$ cat src/rtl/reg_access_pkg.sv
// Shared definitions for the register-bank access arbiter: FSM encoding and data-width default.
package reg_access_pkg;

   typedef enum logic [1:0] {
      S_IDLE    = 2'd0,
      S_ACCESS  = 2'd1,
      S_CAPTURE = 2'd2,
      S_DONE    = 2'd3
   } state_e;

   localparam int DW_DEFAULT = 32;

endpackage

$ cat src/rtl/reg_access_arbiter_rr_picker.sv
// Combinational round-robin picker: first asserted request at or after rr_ptr_i, wrapping at NREQ.
module rr_picker #(
   parameter int NREQ = 2,
   parameter int IW   = (NREQ > 1) ? $clog2(NREQ) : 1
) (
   input  logic [NREQ-1:0] req_i,
   input  logic [IW-1:0]   rr_ptr_i,
   output logic [IW-1:0]   winner_o,
   output logic            valid_o
);

   int idx;

   always_comb begin
      winner_o = '0;
      valid_o  = 1'b0;
      idx      = 0;
      for (int k = 0; k < NREQ; k++) begin
         // rr_ptr_i is always below NREQ, so a single subtraction wraps correctly.
         idx = int'(rr_ptr_i) + k;
         if (idx >= NREQ) idx = idx - NREQ;
         if (!valid_o && req_i[idx]) begin
            valid_o  = 1'b1;
            winner_o = IW'(idx);
         end
      end
   end

endmodule

$ cat src/rtl/reg_access_arbiter.sv
// Round-robin arbiter granting one register read or write per grant, sequencing LE/OE strobes on a shared bank.
module reg_access_arbiter
   import reg_access_pkg::*;
#(
   parameter int NREQ = 2,
   parameter int NREG = 4,
   parameter int AW   = 2,
   parameter int DW   = DW_DEFAULT
) (
   input  logic                 clock,
   input  logic                 reset,
   input  logic [NREQ-1:0]      req,
   input  logic [NREQ-1:0]      we,
   input  logic [NREQ*AW-1:0]   addr,
   input  logic [NREQ*DW-1:0]   wdata,
   output logic [NREQ-1:0]      gnt,
   output logic [NREQ-1:0]      done,
   output logic [DW-1:0]        rdata,
   output logic                 err,
   output logic                 busy,
   output logic [NREG-1:0]      le,
   output logic [NREG-1:0]      oe,
   output logic [DW-1:0]        bus_data,
   input  logic [DW-1:0]        rd_bus,
   output logic [1:0]           dbg_state
);

   localparam int IW = (NREQ > 1) ? $clog2(NREQ) : 1;

   state_e            state_q, state_d;
   logic [IW-1:0]     rr_ptr_q, rr_ptr_d;
   logic [IW-1:0]     win_q, win_d;
   logic              we_q, we_d;
   logic [AW-1:0]     addr_q, addr_d;
   logic [DW-1:0]     wdata_q, wdata_d;
   logic [NREQ-1:0]   gnt_q, gnt_d;
   logic [NREQ-1:0]   done_q, done_d;
   logic [DW-1:0]     rdata_q, rdata_d;
   logic              err_q, err_d;
   logic              busy_q, busy_d;
   logic [NREG-1:0]   le_q, le_d;
   logic [NREG-1:0]   oe_q, oe_d;
   logic [DW-1:0]     bus_q, bus_d;

   logic [IW-1:0]     pick_idx;
   logic              pick_valid;
   logic              sel_we;
   logic [AW-1:0]     sel_addr;
   logic [DW-1:0]     sel_wdata;
   logic              sel_oor;
   logic              addr_oor;

   rr_picker #(
      .NREQ (NREQ),
      .IW   (IW)
   ) u_picker (
      .req_i    (req),
      .rr_ptr_i (rr_ptr_q),
      .winner_o (pick_idx),
      .valid_o  (pick_valid)
   );

   assign sel_we    = we[pick_idx];
   assign sel_addr  = addr[int'(pick_idx)*AW +: AW];
   assign sel_wdata = wdata[int'(pick_idx)*DW +: DW];
   assign sel_oor   = 32'(sel_addr) >= 32'(NREG);
   assign addr_oor  = 32'(addr_q) >= 32'(NREG);

   // Outputs are registered from the next state, so each strobe is visible in the cycle its state is occupied.
   always_comb begin
      state_d  = state_q;
      rr_ptr_d = rr_ptr_q;
      win_d    = win_q;
      we_d     = we_q;
      addr_d   = addr_q;
      wdata_d  = wdata_q;
      gnt_d    = gnt_q;
      done_d   = '0;
      rdata_d  = rdata_q;
      err_d    = 1'b0;
      le_d     = '0;
      oe_d     = '0;
      bus_d    = bus_q;
      case (state_q)
         S_IDLE: begin
            if (pick_valid) begin
               win_d   = pick_idx;
               we_d    = sel_we;
               addr_d  = sel_addr;
               wdata_d = sel_wdata;
               gnt_d   = NREQ'(1) << pick_idx;
               state_d = S_ACCESS;
               if (!sel_oor) begin
                  if (sel_we) begin
                     le_d  = NREG'(1) << sel_addr;
                     bus_d = sel_wdata;
                  end else begin
                     oe_d = NREG'(1) << sel_addr;
                  end
               end
            end
         end
         S_ACCESS: begin
            if (!we_q && !addr_oor) begin
               oe_d    = oe_q;
               state_d = S_CAPTURE;
            end else begin
               done_d  = gnt_q;
               err_d   = addr_oor;
               state_d = S_DONE;
               if (!we_q) rdata_d = '0;
            end
         end
         S_CAPTURE: begin
            rdata_d = rd_bus;
            done_d  = gnt_q;
            state_d = S_DONE;
         end
         S_DONE: begin
            gnt_d    = '0;
            rr_ptr_d = (win_q == IW'(NREQ-1)) ? '0 : win_q + 1'b1;
            state_d  = S_IDLE;
         end
         default: state_d = S_IDLE;
      endcase
      busy_d = (state_d != S_IDLE);
   end

   always_ff @(posedge clock) begin
      if (reset) begin
         state_q  <= S_IDLE;
         rr_ptr_q <= '0;
         win_q    <= '0;
         we_q     <= 1'b0;
         addr_q   <= '0;
         wdata_q  <= '0;
         gnt_q    <= '0;
         done_q   <= '0;
         rdata_q  <= '0;
         err_q    <= 1'b0;
         busy_q   <= 1'b0;
         le_q     <= '0;
         oe_q     <= '0;
         bus_q    <= '0;
      end else begin
         state_q  <= state_d;
         rr_ptr_q <= rr_ptr_d;
         win_q    <= win_d;
         we_q     <= we_d;
         addr_q   <= addr_d;
         wdata_q  <= wdata_d;
         gnt_q    <= gnt_d;
         done_q   <= done_d;
         rdata_q  <= rdata_d;
         err_q    <= err_d;
         busy_q   <= busy_d;
         le_q     <= le_d;
         oe_q     <= oe_d;
         bus_q    <= bus_d;
      end
   end

   assign gnt       = gnt_q;
   assign done      = done_q;
   assign rdata     = rdata_q;
   assign err       = err_q;
   assign busy      = busy_q;
   assign le        = le_q;
   assign oe        = oe_q;
   assign bus_data  = bus_q;
   assign dbg_state = state_q;

endmodule

$ cat config.mk
export PLATFORM = sky130hd
export DESIGN_NAME = reg_access_arbiter
export DESIGN_NICKNAME = d
export VERILOG_FILES = /design/src/rtl/reg_access_pkg.sv /design/src/rtl/reg_access_arbiter_rr_picker.sv /design/src/rtl/reg_access_arbiter.sv
export SDC_FILE = /design/constraint.sdc
export NUM_CORES = 1
export LEC_CHECK = 0
export BUFFER_PORTS_ARGS = -buffer_cell sky130_fd_sc_hd__buf_2
export CORE_ASPECT_RATIO = 1.4
export CORE_MARGIN = 1
export CORE_UTILIZATION = 42
export CTS_CLUSTER_SIZE = 30
export DETAILED_ROUTE_END_ITERATION = 8
export PLACE_DENSITY = 0.75
export SLEW_MARGIN = 20
export SYNTH_ARGS = -nofsm -noshare
export SYNTH_HDL_FRONTEND = slang
export SYNTH_SLANG_ARGS = --single-unit
$ cat constraint.sdc
create_clock -name clock -period 4.46 [get_ports clock]
set_clock_uncertainty 0.15 [all_clocks]
set_input_delay 0.446 -clock clock [delete_from_list [all_inputs] [get_ports clock]]
set_output_delay 0.446 -clock clock [all_outputs]
set_load 0.05 [all_outputs]
* Word level (Yosys, flattened, before mapping)
Index checks and enable logic that the tools add are counted.
Storage, ports and cells: word-level logic and storage cells 67, output and inout bits 80, register bits after elaboration 82, bits of input ports 106
Operators by class: magnitude comparators 5, bitwise operators 3, $add $sub $neg 4, muxes and demuxes 26, shifts and indexed selects 4, reduce and logical (&&, ||, !) cells 9, equal/unequal tests 5
Operator list (count):
- 32-bit by 3-bit less-than comparator with 1-bit output, second input constant | 2
- 32-bit 2-to-1 mux | 2
- 64-bit by 7-bit variable part select with 32-bit output | 1
- 32-bit by 3-bit >= comparator with 1-bit output, second input constant | 1
- 32-bit by 3-bit subtractor with 32-bit output, second input constant | 1
- 1-bit 2-to-1 mux | 14
- 4-bit 2-to-1 mux | 3
- 2-bit case mux with 2 select lines | 2
- 2-bit case mux with 4 select lines | 1
- 4-bit case mux with 2 select lines | 1
- 2-bit 2-to-1 mux | 3
- 2-bit equality test, second input constant | 2
- 2-bit != test, second input constant | 2
- 2-bit AND reduction | 2
- 2-bit nonzero test | 2
- 4-bit OR reduction | 1
- 4-bit by 3-bit variable part select with 2-bit output | 1
- 1-bit by 2-bit left shift with 4-bit output, first input constant | 1
- 1-bit inverter | 3
- 3-bit AND reduction | 1
- 1-bit by 2-bit subtractor with 3-bit output, second input constant | 1
- 1-bit by 1-bit adder with 2-bit output, second input constant | 1
- 2-bit by 1-bit equality test with 1-bit output, second input constant | 1
- 1-bit by 2-bit >= comparator with 1-bit output, second input constant | 1
- other kinds (6) | 6

* Logic depth before layout (Yosys ltp)
depth after elaboration 14, mapped depth 8, depth with buffers taken out 6

* By module
From an unflattened synthesis, not the netlist that was laid out.
Unflattened totals: cells, all modules 328, area, all modules 3440.8 µm²
By module, submodules not included:
- reg_access_arbiter | seq. area each 1641.6 µm², instances 1, area each 3423.3 µm², cells each 325
- rr_picker | seq. area each 0.0 µm², instances 1, area each 17.5 µm², cells each 3

* Worst setup path before layout
No wires, ideal clock.
kind register to register, start point register state_q[1], in the netlist dbg_state[1], end point register rdata_q[1], in the netlist rdata[1], required time 4.181 ns, data arrival time 1.846 ns, path buffers 2, setup time 0.129 ns, period minus slack after synthesis 2.125 ns, slack 2.335 ns, cell stages (with the launch flop) 6, cell sequence dfxtp_1 > ha_1 > clkbuf_1 > buf_1 > mux2i_1 > nor2_1
On the way: cells in the longest elaborated chain, start to end 1
RTL lines:
- from (decl) | RTL line reg_access_arbiter.sv:30 | state_e state_q, state_d;
- from (signal assigned) | RTL line reg_access_arbiter.sv:146 | state_q <= state_d;
- 2-bit equality test | RTL line reg_access_arbiter.sv:84 | case (state_q)
- to (signal assigned) | RTL line reg_access_arbiter.sv:154 | rdata_q <= rdata_d;
- to (decl) | RTL line reg_access_arbiter.sv:38 | logic [DW-1:0] rdata_q, rdata_d;
Every way passes these cells. A chain may end at the register's enable or synchronous reset.

* Final worst setup path
start point register state_q[0], in the netlist dbg_state[0], end point register busy_q, in the netlist busy
On the way: cells in the longest elaborated chain, start to end 3, elaborated cells between the ends (all ways) 7, those cells by class eq/ne: 3; mux: 2; reduce/logical: 2
RTL lines:
- 2-bit equality test, or another cell as far along | RTL line reg_access_arbiter.sv:84
- 2-bit case mux with 4 select lines * | RTL line reg_access_arbiter.sv:84
- 2-bit nonzero test * | RTL line reg_access_arbiter.sv:126 | busy_d = (state_d != S_IDLE);
- to (signal assigned) | RTL line reg_access_arbiter.sv:156 | busy_q <= busy_d;
- to (decl) | RTL line reg_access_arbiter.sv:40 | logic busy_q, busy_d;
Mark *: on every way between the ends. The rest lies on a longest branch, timed or not.

==> results_dict.tcl <==
set metrics [dict create \
    rsz0062_at_grt "false" \
    place.gp.congestion 0.745 \
    required_ns 4.57 \
    die_h_um 111 \
    pwr-share-clk_pct 25.3 \
    cp.arrival_ns 2.25 \
    power_frac_seq_pct 32.3 \
    slew_headroom_pct 34.6 \
    totalPowerFinal_w 0.00295 \
    synth_area_mm2 0.00353 \
    clk_latency_ns 0.33 \
    crit_type "flip-flop to flip-flop" \
    dp_hpwl_um 6550 \
    r2r_end "busy" \
    worstReg2RegStart "dbg_state[0]" \
    portBuffers 184 \
    num_vias 3104 \
    grt_pass1_vias 3152 \
    switching_share_pct 42.2 \
    wl_per_cell_um 14.3 \
    ctsLongestPathBuffers 2 \
    diodes 0 \
    syn_avg_cell_area_um2 10.3 \
    synth_fp_nets 453 \
    timing.reg2reg.setup_slack_ns 2.32 \
    grt_start_max_net_pins 58 \
    comb_power_share_pct 42.4 \
    path_clk_slew_ns 0.06 \
    path_max_fanout 33 \
    status "completed" \
    leakagePower_nw 2.32 \
    antenna_found_initial 0 \
    cp-startpoint "dbg_state[0]" \
    ys_ff_latch 82 \
    p_sw_w 0.00124 \
    end_kind "flip-flop" \
    drt_wl_total_um 8880 \
    critPathCapture "busy" \
    post_cts_resized 0 \
    timing_worst_slew_pin_value_ns 0.980 \
    grt_pass1_wl_um 14300 \
    setup_violations 0 \
    yosysWarnings 0 \
    vdd_ir_drop_max_mv 0.388 \
    io_pins 186 \
    vias_per_cell 5.01 \
    grt.overflow.total 0 \
    initial_core_util_pct 43.3 \
    drt_pass1_iterations 4 \
    ctsHoldBuffers 0 \
    synthCells 343 \
    tns_ns 0 \
    hold_viol 0 \
    die_area_mm2 0.00879 \
    cts_inserted_buffers 9 \
    cts_tree "built" \
    rows 39 \
    grt_usage_pct 21.0 \
    fin_nets 622 \
    drv_slew 0 \
    ys_seq_area_share_pct 46.5 \
    hold_path_class "input pin to flip-flop" \
    start_kind "flip-flop" \
    utilization_pct 58.4 \
    period_needed_ns 2.14 \
    clkSinkCount 82 \
    r2r_cells 5 \
    area_delta_synth_final_pct 34.8 \
    ant_nets 0 \
    cap_violations 0 \
    p_int_w 0.00170 \
    p_per_area_mw_per_mm2 619 \
    drtIter0Drc 103 \
    drc 0 \
    core_area_mm2 0.00815 \
    fmax_mhz 466 \
    htreeDepth 3 \
    period_share_pct 48.1 \
    cts_setup_buffers 0 \
    die_w_um 79.5 \
    cts-root-buf "clkbuf_16" \
    drive_gt1_share_pct 45.8 \
    synthDistinctLibCells 31 \
]
[layout make-up]
class	count	area [µm²]
clock buffers	12	256
multi-input cells	224	1710
fillers	737	3390
repair buffers	188	953
inverters	7	26.3
well taps	102	128
clock inverters	4	50.0
flip-flops and latches	82	1640
[power by group through the flow]
stage | registers (W) | logic (W) | clock network, W
6_report | 0.000951 | 0.00125 | 0.000746
5_1_grt | 0.000968 | 0.00133 | 0.000796
4_1_cts | 0.000952 | 0.00126 | 0.000760
3_5_place_dp | 0.000964 | 0.00126 | 0
3_3_place_gp | 0.000961 | 0.00123 | 0
2_1_floorplan | 0.00142 | 0.000532 | 0
[worst min path at each step]
stage / from / end / depth (start not counted)
floorplan: win_q / win_q / 2
global placement: oe[1] / oe[1] / 2
detailed placement: oe[1] / oe[1] / 2
CTS: rd_bus[28] / rdata[28] / 3
global route: rd_bus[11] / rdata[11] / 3
finish: rd_bus[14] / rdata[14] / 3
[registers in the layout, summed over array words and instances (netlist names)]
register and cells:
le 4, rr_ptr_q 1, busy 1, win_q 1
rdata 32, bus_data 32, done 2, dbg_state 2
gnt 2, oe 4, we_q 1
[routing by layer]
layer  global-route usage [%]  vias to the layer above  wire [µm]
met5                        0                        -          0
met4                     9.45                        0        227
met3                     5.37                       18        583
met2                     37.5                      115       4670
met1                     22.4                     1431       3390
li1                         -                     1540          -
[stage by stage]
step | instance area (µm²) | setup WS [ns] | std cells | hold WS [ns]
after floorplan | 3530 | 2.33 | 343 | 0.304
after global placement | 4450 | 2.11 | 603 | 0.290
after detailed placement | 4450 | 2.04 | 603 | 0.291
after CTS | 4760 | 2.28 | 619 | 0.187
after global routing | 4760 | 2.16 | 619 | 0.193
final | 4760 | 2.32 | 619 | 0.199
[critical path, cell delays in order, from the launching register on]
cell     delay [ns]
dfxtp_1        0.35
inv_1          0.10
ha_2           0.84
a21oi_1        0.14
mux2_2         0.32
a21oi_1        0.15
[kinds of logic after synthesis]
group                      share of synthesized area [%]
buffers and inverters                               5.31
DFF                                                 46.5
other                                              0.106
AOI/OAI and AO/OA                                   18.9
and+or+nand+nor                                     8.18
adders and majority gates                           1.42
muxes                                               19.6
[cell usage after synthesis]
master	n	area, µm²
a32o_1	2	20.0
mux2_2	1	11.3
a21oi_1	37	185
a21boi_0	1	7.51
conb_1	1	3.75
mux2i_1	68	681
a22oi_1	1	7.51
nor2_1	47	176
a32oi_1	1	8.76
a211oi_1	3	22.5
dfxtp_1	82	1640
o21ai_0	5	25.0
and2_4	1	8.76
nor2b_1	4	25.0
buf_6	5	56.3
nand3_1	1	5.00
inv_1	7	26.3
o21a_1	1	7.51
a211oi_2	30	375
and2_1	2	12.5
a41oi_1	1	8.76
ha_1	4	50.1
or3_1	1	6.26
clkbuf_1	13	48.8
nand2b_1	2	12.5
nand2_1	7	26.3
nand2_2	1	6.26
buf_1	5	18.8
buf_2	6	30.0
buf_4	1	7.51
nor3_1	2	10.0
[cell usage in the layout (no fill, tap or decap), types with 4 or more instances in the layout]
cell type | Yosys | layout
dfxtp_1 | 82 | 82
o21ai_0 | 5 | 5
a21oi_1 | 37 | 37
buf_2 | 6 | 183
nand2_1 | 7 | 7
buf_4 | 1 | 5
a211oi_2 | 30 | 30
mux2i_1 | 68 | 68
nor2_1 | 47 | 47
nor2b_1 | 4 | 4
clkbuf_16 | 0 | 9
inv_1 | 7 | 7
No activity file was read; power rests on OpenSTA's default activity.
